<file path="config.mk">
export PLATFORM = sky130hd
export DESIGN_NAME = seq_divide
export DESIGN_NICKNAME = d
export VERILOG_FILES = /design/src/rtl/divide_pkg.sv /design/src/rtl/div_step.sv /design/src/rtl/seq_divide.sv
export SDC_FILE = /design/constraint.sdc
export NUM_CORES = 1
export LEC_CHECK = 0
export CAP_MARGIN = 20
export CORE_MARGIN = 10
export CORE_UTILIZATION = 55
export CTS_CLUSTER_SIZE = 14
export DETAILED_ROUTE_END_ITERATION = 7
export PLACE_DENSITY = 0.83
export RECOVER_POWER = 100
export SYNTH_ARGS = -nofsm -noshare
export SYNTH_HDL_FRONTEND = slang
export SYNTH_HIERARCHICAL = 1
export SYNTH_SLANG_ARGS = --single-unit
</file>
<file path="constraint.sdc">
create_clock -name clk -period 4.9 [get_ports clk]
set_input_delay 0.49 -clock clk [delete_from_list [all_inputs] [get_ports clk]]
set_output_delay 0.49 -clock clk [all_outputs]
set_load 0.005 [all_outputs]
</file>
<file path="src/rtl/divide_pkg.sv">
// ---------------------------------------------------------------------------
// divide_pkg
// Shared definitions for the sequential restoring divider (seq_divide).
//   state_t : FSM state encoding (S_IDLE=0, S_CALC=1, S_DONE=2)
//   clog2   : width of a counter that must hold values 0..value-1
// No ports (package).
// ---------------------------------------------------------------------------
package divide_pkg;

   typedef enum logic [1:0] {
      S_IDLE = 2'd0,
      S_CALC = 2'd1,
      S_DONE = 2'd2
   } state_t;

   // Ceiling log2, clamped to at least 1 so a counter never ends up zero bits wide.
   function automatic int clog2(input int value);
      int result;
      result = 1;
      for (int i = 1; i < 32; i++) begin
         if ((1 << i) < value) begin
            result = i + 1;
         end
      end
      return result;
   endfunction

endpackage

</file>
<file path="src/rtl/div_step.sv">
// ---------------------------------------------------------------------------
// fa_cell
// One-bit full adder used to build the trial subtractor.
//   a, b, ci : addend bits and carry in
//   s, co    : sum and carry out
//
// div_step
// One restoring division step, purely combinational.
//   r_in  [WIDTH:0]   partial remainder before the step
//   q_in  [WIDTH-1:0] partial quotient / remaining dividend bits
//   d_in  [WIDTH-1:0] divisor
//   r_out [WIDTH:0]   partial remainder after the step
//   q_out [WIDTH-1:0] partial quotient after the step
// The pair {R,Q} is shifted left by one, then D is trial-subtracted from R
// with a WIDTH+1-bit ripple chain of fa_cell instances (R + ~D + 1). A carry
// out of the chain means no borrow, so the difference is kept and a 1 enters
// the quotient; otherwise the shifted remainder is restored.
// ---------------------------------------------------------------------------
module fa_cell (
   input  logic a,
   input  logic b,
   input  logic ci,
   output logic s,
   output logic co
);

   assign s  = a ^ b ^ ci;
   assign co = (a & b) | (a & ci) | (b & ci);

endmodule

module div_step #(
   parameter int WIDTH = 8
) (
   input  logic [WIDTH:0]   r_in,
   input  logic [WIDTH-1:0] q_in,
   input  logic [WIDTH-1:0] d_in,
   output logic [WIDTH:0]   r_out,
   output logic [WIDTH-1:0] q_out
);

   logic [WIDTH:0]   r_shift;
   logic [WIDTH:0]   d_inv;
   logic [WIDTH:0]   diff;
   logic [WIDTH+1:0] carry;
   logic             no_borrow;
   logic             unused_r_msb;

   // R stays below D between steps, so its top bit is always zero and is
   // simply shifted out; the shifted value still needs all WIDTH+1 bits.
   assign unused_r_msb = r_in[WIDTH];
   assign r_shift      = {r_in[WIDTH-1:0], q_in[WIDTH-1]};
   assign d_inv        = ~{1'b0, d_in};
   assign carry[0]     = 1'b1;

   for (genvar i = 0; i <= WIDTH; i++) begin : g_sub
      fa_cell u_fa (
         .a  (r_shift[i]),
         .b  (d_inv[i]),
         .ci (carry[i]),
         .s  (diff[i]),
         .co (carry[i+1])
      );
   end

   assign no_borrow = carry[WIDTH+1];
   assign r_out     = no_borrow ? diff : r_shift;
   assign q_out     = {q_in[WIDTH-2:0], no_borrow};

endmodule

</file>
<file path="src/rtl/seq_divide.sv">
// ---------------------------------------------------------------------------
// seq_divide
// Sequential restoring divider: 2*WIDTH-bit unsigned dividend by WIDTH-bit
// unsigned divisor, one quotient bit per clock, valid/ready on both sides.
//   clk, rst            clock, synchronous active-high reset
//   in_valid / in_ready input handshake (in_ready only in IDLE)
//   dividend, divisor   operands, latched on in_valid & in_ready
//   out_valid/out_ready output handshake (out_valid only in DONE)
//   quotient, remainder result, held stable while out_ready is low
//   div0, ovf           error flags, present only when DIVIDE_FLAGS_EN is defined
// Divide-by-zero and quotient overflow are detected at accept time and go
// straight to DONE with a saturated quotient, whether or not the flag ports
// are built.
// ---------------------------------------------------------------------------
module seq_divide
   import divide_pkg::*;
#(
   parameter int WIDTH = 8
) (
   input  logic               clk,
   input  logic               rst,
   input  logic               in_valid,
   output logic               in_ready,
   input  logic [2*WIDTH-1:0] dividend,
   input  logic [WIDTH-1:0]   divisor,
   output logic               out_valid,
   input  logic               out_ready,
   output logic [WIDTH-1:0]   quotient,
   output logic [WIDTH-1:0]   remainder
`ifdef DIVIDE_FLAGS_EN
   ,
   output logic               div0,
   output logic               ovf
`endif
);

   localparam int CNT_W = clog2(WIDTH);
   localparam logic [CNT_W-1:0] LAST_STEP = CNT_W'(WIDTH - 1);

   state_t           state_q, state_d;
   logic [CNT_W-1:0] cnt_q, cnt_d;
   logic [WIDTH:0]   r_q, r_d;
   logic [WIDTH-1:0] q_q, q_d;
   logic [WIDTH-1:0] d_q, d_d;
   logic [WIDTH:0]   step_r;
   logic [WIDTH-1:0] step_q;
   logic             accept;
   logic             is_div0;
   logic             is_ovf;

   assign accept  = in_valid && (state_q == S_IDLE);
   assign is_div0 = (divisor == '0);
   // With a zero divisor this compare is always true, hence the explicit
   // exclusion so div0 wins over ovf.
   assign is_ovf  = !is_div0 && (dividend[2*WIDTH-1:WIDTH] >= divisor);

   div_step #(
      .WIDTH (WIDTH)
   ) u_step (
      .r_in  (r_q),
      .q_in  (q_q),
      .d_in  (d_q),
      .r_out (step_r),
      .q_out (step_q)
   );

   // State register.
   always_ff @(posedge clk) begin
      if (rst) begin
         state_q <= S_IDLE;
      end else begin
         state_q <= state_d;
      end
   end

   // Next-state logic: error operations skip CALC entirely.
   always_comb begin
      state_d = state_q;
      case (state_q)
         S_IDLE: begin
            if (accept) begin
               state_d = (is_div0 || is_ovf) ? S_DONE : S_CALC;
            end
         end
         S_CALC: begin
            if (cnt_q == LAST_STEP) begin
               state_d = S_DONE;
            end
         end
         S_DONE: begin
            if (out_ready) begin
               state_d = S_IDLE;
            end
         end
         default: state_d = S_IDLE;
      endcase
   end

   // Output logic.
   always_comb begin
      in_ready  = (state_q == S_IDLE);
      out_valid = (state_q == S_DONE);
      quotient  = q_q;
      remainder = r_q[WIDTH-1:0];
   end

   // Datapath next values: load on accept, one restoring step per CALC cycle,
   // hold otherwise so the result stays stable under backpressure.
   always_comb begin
      cnt_d = cnt_q;
      r_d   = r_q;
      q_d   = q_q;
      d_d   = d_q;
      if (accept) begin
         d_d   = divisor;
         cnt_d = '0;
         if (is_div0) begin
            q_d = '1;
            r_d = {1'b0, dividend[WIDTH-1:0]};
         end else if (is_ovf) begin
            q_d = '1;
            r_d = '0;
         end else begin
            r_d = {1'b0, dividend[2*WIDTH-1:WIDTH]};
            q_d = dividend[WIDTH-1:0];
         end
      end else if (state_q == S_CALC) begin
         r_d   = step_r;
         q_d   = step_q;
         cnt_d = cnt_q + CNT_W'(1);
      end
   end

   // Datapath registers.
   always_ff @(posedge clk) begin
      if (rst) begin
         cnt_q <= '0;
         r_q   <= '0;
         q_q   <= '0;
         d_q   <= '0;
      end else begin
         cnt_q <= cnt_d;
         r_q   <= r_d;
         q_q   <= q_d;
         d_q   <= d_d;
      end
   end

`ifdef DIVIDE_FLAGS_EN
   logic div0_q, div0_d;
   logic ovf_q, ovf_d;

   // Flags are captured at accept and dropped as the result is handed off.
   always_comb begin
      div0_d = div0_q;
      ovf_d  = ovf_q;
      if (accept) begin
         div0_d = is_div0;
         ovf_d  = is_ovf;
      end else if ((state_q == S_DONE) && out_ready) begin
         div0_d = 1'b0;
         ovf_d  = 1'b0;
      end
   end

   always_ff @(posedge clk) begin
      if (rst) begin
         div0_q <= 1'b0;
         ovf_q  <= 1'b0;
      end else begin
         div0_q <= div0_d;
         ovf_q  <= ovf_d;
      end
   end

   assign div0 = div0_q;
   assign ovf  = ovf_q;
`endif

endmodule

</file>
==> results of run 1 <==
## routing by layer
| layer | wire (um) | up-vias |
|---|---|---|
| li1 | - | 1449 |
| met1 | 3720 | 1437 |
| met2 | 3940 | 124 |
| met3 | 633 | 22 |
| met4 | 178 | 0 |
| met5 | 0 | - |
## where the power goes
part           leakage (nW)  internal, W  switching, W
registers             0.473     0.000497     0.0000274
clock network        0.0987     0.000287      0.000206
logic                 0.951     0.000147      0.000139
## final cells by class
| class | count | area share, % |
|---|---|---|
| Sequential cell | 58 | 29.1 |
| Tap cell | 75 | 2.35 |
| Clock buffer | 10 | 3.20 |
| Inverter | 23 | 2.17 |
| Clock inverter | 6 | 2.29 |
| Timing Repair Buffer | 50 | 11.9 |
| Multi-Input combinational cell | 289 | 48.9 |
## through the flow
| stage | utilization, % | worst slack [ps] | hold WS (ps) | power [W] | instances |
|---|---|---|---|---|---|
| final | 66.9 | 121 | 462 | 0.00130 | 511 |
| after global routing | 66.9 | -6.44 | 487 | 0.00136 | 511 |
| after CTS | 66.8 | 4.91 | 465 | 0.00131 | 508 |
| after detailed placement | 63.1 | 14.0 | 454 | 0.000818 | 492 |
| after global placement | 63.1 | 161 | 443 | 0.000809 | 492 |
| after floorplan | - | 367 | 436 | 0.000732 | 402 |
## flip-flops by register name, summed over array words and instances, names as in the netlist
name	flops
cnt_q	32
state_q	2
d_q	8
quotient	8
r_q	8
## worst register-to-register path, cell delays in order (launching register included)
cell and delay [ps]:
dfxtp_1 330, inv_1 50, fa_1 390, fa_1 410
fa_1 400, fa_1 400, fa_1 390, fa_1 390
fa_1 400, fa_2 360, fa_2 360, buf_2 200
mux2_4 210, nand2_1 70, a311oi_2 330
## worst max-delay path by stage
stage	start	end	slack, ps
6_report	d_q[0]	r_q[7]	120
3_3_place_gp	d_q[0]	r_q[4]	160
5_1_grt	d_q[0]	r_q[7]	-6
3_5_place_dp	d_q[0]	r_q[7]	10
2_1_floorplan	quotient[7]	r_q[2]	370
4_1_cts	d_q[0]	r_q[7]	5
## repair_timing
| item | CTS | global route |
|---|---|---|
| setup buffers | 0 | 2 |
| setup endpoints to repair | 0 | 8 |
| hold buffers | 0 | 0 |
| gates resized for setup | 0 | 4 |
==> metrics.log, run 1 <==
[metrics] WP data required: 5150 ps
[metrics] instance count of the mapped netlist: 401
[metrics] Total Neg Setup Slack: 0 ps
[metrics] horizontal die dimension: 98.4 um
[metrics] area used by multi-input combinational logic: 1950 sq um
[metrics] global-route track usage on met3: 5.10%
[metrics] outcome: finished, final reports clean
[metrics] transition at the pin with the smallest max-transition slack: 1380 ps
[metrics] largest net degree at the start of global routing: 32
[metrics] antenna violations before repair: 0
[metrics] residual antenna-violating net count after detailed routing: 0
[metrics] insertion delay of the later-clocked pin in the worst-skew pair: 340 ps
[metrics] register-to-register path setup slack: 120 ps
[metrics] largest clock skew in the final design: 8.36 ps
[metrics] number of global-route vias before repair: 2997
[metrics] post-synth design cell area: 3380 sq um
[metrics] minimum clock period after layout: 4780 ps
[metrics] CP Depth: 14
[metrics] Worst setup EP type: flip-flop
[metrics] Post-Synthesis Mean Instance Area: 8.44 sq um
[metrics] worst vdd ir: 0.000257 V
[metrics] total routing resource utilization after global routing: 17.2%
[metrics] Worst R2R Start: d_q[0]
[metrics] ordered list of cells on the worst path: inv_1, fa_1, fa_1, fa_1, fa_1, fa_1, fa_1, fa_1, fa_2, fa_2, buf_2, mux2_4, nand2_1, a311oi_2
[metrics] timing-limited maximum frequency: 209 MHz
[metrics] top cell family by delay on the critical path: adder cells
[metrics] filler cell count: 480
[metrics] initial core utilization: 56.8%
[metrics] count of final hold-check violations: 0
[metrics] total power per unit cell area: 327 nW/um^2
[metrics] relative slew slack: 7.21%
[metrics] post-route clock period utilization: 97.5%
[metrics] start point of the worst min-delay path: d_q[7]
[metrics] DRT Pass-1 Iters: 5
[metrics] first-pass GRT wire length: 14300 um
[metrics] relative area change from synthesis to final layout: 17.7%
[metrics] commonest cells after routing, fill and taps aside: dfxtp_1, nand2_1, nor2_1
[metrics] CTS root buffer: clkbuf_8
[metrics] highest net fanout along the worst path: 5
[metrics] final cell area excluding filler cells: 3990 sq um
[metrics] Critical Path Most Common Cell: fa_1
[metrics] most common cell after layout, fill and taps aside: dfxtp_1
[metrics] total half-perimeter wirelength after legalization and detailed placement: 6140 um
[metrics] deepest level of the CTS H-tree: 3
[metrics] CTS max path bufs: 2
[metrics] grt met1 use: 21.8%
[metrics] die height: 98.4 um
[metrics] area of all sequential standard cells: 1160 sq um
[metrics] critical path class: reg -> reg
[metrics] Core ar.: 5960 sq um
[metrics] Crit path buffers/inverters: 2
[metrics] total number of vias: 3032
[metrics] final slew viol count: 0
[metrics] static power due to leakage: 1.52 nW
[metrics] number of vias per cell after detailed routing: 5.93
[metrics] DR DRC count: 0
[metrics] layer carrying the most global-route usage: met2
[metrics] GP Congestion: 0.890
[metrics] Buffers on Ports: 45
[metrics] total congestion overflow: 0
[metrics] endpoints failing setup: 0
[metrics] Ant. Diodes: 0
[metrics] Final nets: 477
[metrics] DRC violation total after the first TritonRoute iteration: 197
[metrics] endpoint of the worst-slack reg-to-reg timing path: r_q[7]
[metrics] number of cells on the worst reg-to-reg path: 14
[metrics] ports placed on the boundary: 46
[metrics] CTS Buf Count: 9
[metrics] sink of the worst hold path: d_q[7]
[metrics] longest individual stage delay on the worst path: 410 ps
[metrics] post-placement cell area: 3760 sq um
[metrics] clock tree from TritonCTS: done
[metrics] Warnings, synthesis: 6
[metrics] number of maximum-capacitance violations: 0
[metrics] hold path cells: 2
[metrics] Routed Wire Length: 8470 um
[metrics] register clock-pin slew on the reported worst setup and hold paths: 70 ps
[metrics] Critical Path Start Type: flip-flop
[metrics] post-detailed-route wirelength per cell: 16.6 um
[metrics] slowest cell on the critical path: fa_1
[metrics] met2 track demand over resource: 26.7%
[metrics] fraction of layout cells with a size suffix above 1: 10.1%
[metrics] Total Die Area: 9690 sq um
[metrics] type of the tightest min-delay check: reg -> reg
[metrics] TritonCTS sink count: 58
[metrics] number of cell rows: 28
[metrics] data arrival time of the worst path: 5030 ps
No activity file was read; power rests on OpenSTA's default activity.
==> run 2, diff against run 1 <==
Settings changed: CTS_CLUSTER_DIAMETER set to 200.
==> results of run 2 <==
Final layout, timing and power as in run 1 (identical DEF).
==> run 3, diff against run 2 <==
Settings changed: CORE_UTILIZATION 55 to 60, DONT_BUFFER_PORTS set to 1, PLACE_DENSITY 0.83 to 0.79, SLEW_MARGIN set to 10.
==> run 3 against run 2 <==
Non-clock buffer count shrank 45. Sequential power grew 1%. Clock skew grew 1.4 ps. Sequential share of layout area grew 3.5 points. Die area shrank 6.7%. Fmax grew 1.1%. Worst hold slack lost 250 ps. Global-route usage grew 0.92 points. Critical path depth is the same. Largest cell class unchanged.
==> metrics.log, run 3 (same netlist as run 1, synthesis figures left out) <==
[metrics] outcome: finished, final reports clean
[metrics] fraction of layout cells with a size suffix above 1: 11.8%
[metrics] total number of vias: 2748
[metrics] register containing the most flip-flops in the final layout: cnt_q
[metrics] post-route non-filler standard cell count: 463
[metrics] number of maximum-capacitance violations: 0
[metrics] DRT Pass-1 Iters: 4
[metrics] total half-perimeter wirelength after legalization and detailed placement: 5750 um
[metrics] placed cell count: 444
[metrics] static power due to leakage: 1.29 nW
[metrics] CTS Buf Count: 9
[metrics] largest clock skew in the final design: 9.73 ps
[metrics] GP Congestion: 0.861
[metrics] final slew viol count: 0
[metrics] Worst R2R Start: d_q[0]
[metrics] number of global-route vias before repair: 2709
[metrics] timing-limited maximum frequency: 212 MHz
[metrics] ordered list of cells on the worst path: inv_1, fa_1, fa_1, fa_1, fa_1, fa_1, fa_1, fa_2, fa_2, fa_2, buf_2, mux2_1, nand2_1, a311oi_1
[metrics] Critical Path Most Common Cell: fa_1
[metrics] final total power: 0.00129 W
[metrics] most common cell after layout, fill and taps aside: dfxtp_1
[metrics] Ant. Diodes: 0
[metrics] deepest level of the CTS H-tree: 3
[metrics] post-placement cell area: 3310 sq um
[metrics] start point of the worst min-delay path: rst
[metrics] CTS root buffer: clkbuf_8
[metrics] number of flip-flops under the largest register name: 32
[metrics] number of cells on the worst reg-to-reg path: 14
[metrics] data arrival time of the worst path: 4910 ps
[metrics] register-to-register path setup slack: 170 ps
[metrics] critical path class: reg -> reg
[metrics] Worst setup EP type: flip-flop
[metrics] endpoint of the worst-slack reg-to-reg timing path: r_q[2]
[metrics] residual antenna-violating net count after detailed routing: 0
[metrics] endpoints failing setup: 0
[metrics] initial core utilization: 61.5%
[metrics] DR DRC count: 0
[metrics] Buffers on Ports: 0
[metrics] CTS max path bufs: 2
[metrics] total routing resource utilization after global routing: 18.2%
[metrics] worst vdd ir: 0.000169 V
[metrics] proportion of total power due to net switching: 27.4%
[metrics] antenna violations before repair: 0
[metrics] total congestion overflow: 0
[metrics] Pint: 0.000936 W
[metrics] largest net degree at the start of global routing: 30
[metrics] relative slew slack: 25.2%
[metrics] fraction of power consumed by sequential logic: 41.2%
[metrics] filler cell count: 466
[metrics] number of cell rows: 27
[metrics] TritonCTS sink count: 58
[metrics] transition at the pin with the smallest max-transition slack: 1120 ps
[metrics] hold path cells: 1
[metrics] count of final hold-check violations: 0
[metrics] WP data required: 5080 ps
[metrics] commonest cells after routing, fill and taps aside: dfxtp_1, nand2_1, nor2_1
[metrics] relative area change from synthesis to final layout: 5.10%
[metrics] Post-Route Utilization: 64.6%
[metrics] total power per unit cell area: 362 nW/um^2
[metrics] type of the tightest min-delay check: in -> reg
[metrics] post-detailed-route wirelength per cell: 17.0 um
[metrics] horizontal die dimension: 95.1 um
[metrics] longest individual stage delay on the worst path: 410 ps
[metrics] final cell area excluding filler cells: 3560 sq um
[metrics] number of vias per cell after detailed routing: 5.94
[metrics] Crit path buffers/inverters: 2
[metrics] Final nets: 432
[metrics] area of all sequential standard cells: 1160 sq um
[metrics] Total Neg Setup Slack: 0 ps
[metrics] DRC violation total after the first TritonRoute iteration: 116
[metrics] area used by multi-input combinational logic: 1950 sq um
[metrics] minimum clock period after layout: 4730 ps
[metrics] Total Die Area: 9040 sq um
[metrics] register clock-pin slew on the reported worst setup and hold paths: 70 ps
[metrics] top cell family by delay on the critical path: adder cells
[metrics] RSZ-0062 raised after global routing: no
[metrics] Critical Path Start Type: flip-flop
[metrics] switching power: 0.000352 W
[metrics] post-route clock period utilization: 96.5%
[metrics] Routed Wire Length: 7880 um
[metrics] slowest cell on the critical path: fa_1
[metrics] proportion of power drawn by combinational gates: 17.0%
[metrics] Core ar.: 5510 sq um
[metrics] clock group share of total power: 41.8%
[metrics] sink of the worst hold path: r_q[4]
[metrics] die height: 95.1 um
[metrics] insertion delay of the later-clocked pin in the worst-skew pair: 340 ps
[metrics] clock tree from TritonCTS: done
[metrics] highest net fanout along the worst path: 4
[metrics] first-pass GRT wire length: 13100 um
[metrics] ports placed on the boundary: 46
[metrics] CTS Hold Buffers Added: 0
[run 3: cell types whose count changed in the layout (fill, tap and decap cells not counted), sizes merged]
cell,delta
dlygate4sd3,-19
buf,-1
bufinv,+1
clkdlybuf4s50,-26
[run 3: worst max path at each step]
stage | cells after the start | slack, ps | start | endpoint
after floorplan | 13 | 370 | quotient[7] | r_q[2]
after detailed placement | 13 | -30 | d_q[0] | r_q[6]
after CTS | 13 | 140 | d_q[0] | r_q[6]
final | 14 | 170 | d_q[0] | r_q[2]
after global placement | 13 | 150 | d_q[0] | r_q[4]
after global routing | 14 | 20 | d_q[0] | r_q[6]
[run 3: metal layers]
layer / track usage (%) / wire length (um)
met2: 30.2 / 3800
met4: 4.99 / 110
met5: 0 / 0
met3: 8.01 / 696
met1: 20.7 / 3270
[run 3: repair_timing]
action / 4_1_cts / 5_1_grt
setup endpoints to repair: 5 / 6
buffers inserted: 0 / 3
pin swaps: 0 / 4
gates resized for setup: 1 / 5
[run 3: power by group through the flow]
stage | sequential, W | clock [W] | combinational, W
final | 0.000531 | 0.000538 | 0.000219
after global placement | 0.000541 | 0 | 0.000202
after CTS | 0.000532 | 0.000539 | 0.000214
after floorplan | 0.000530 | 0 | 0.000202
after detailed placement | 0.000542 | 0 | 0.000213
after global routing | 0.000535 | 0.000565 | 0.000241
[run 3: cell type report]
cell class / instances / share of cell area [%]
Clock inverter: 7 / 3.31
Timing Repair Buffer: 5 / 0.774
Clock buffer: 9 / 3.48
Tap cell: 72 / 2.53
Inverter: 23 / 2.43
Multi-Input combinational cell: 289 / 54.8
Sequential cell: 58 / 32.6
[run 3: through the flow]
| step | setup WS [ps] | hold WS (ps) |
|---|---|---|
| 2_1_floorplan | 367 | 436 |
| 5_1_grt | 18.2 | 195 |
| 4_1_cts | 143 | 203 |
| 6_report | 172 | 209 |
| 3_3_place_gp | 146 | 439 |
| 3_5_place_dp | -30.1 | 443 |
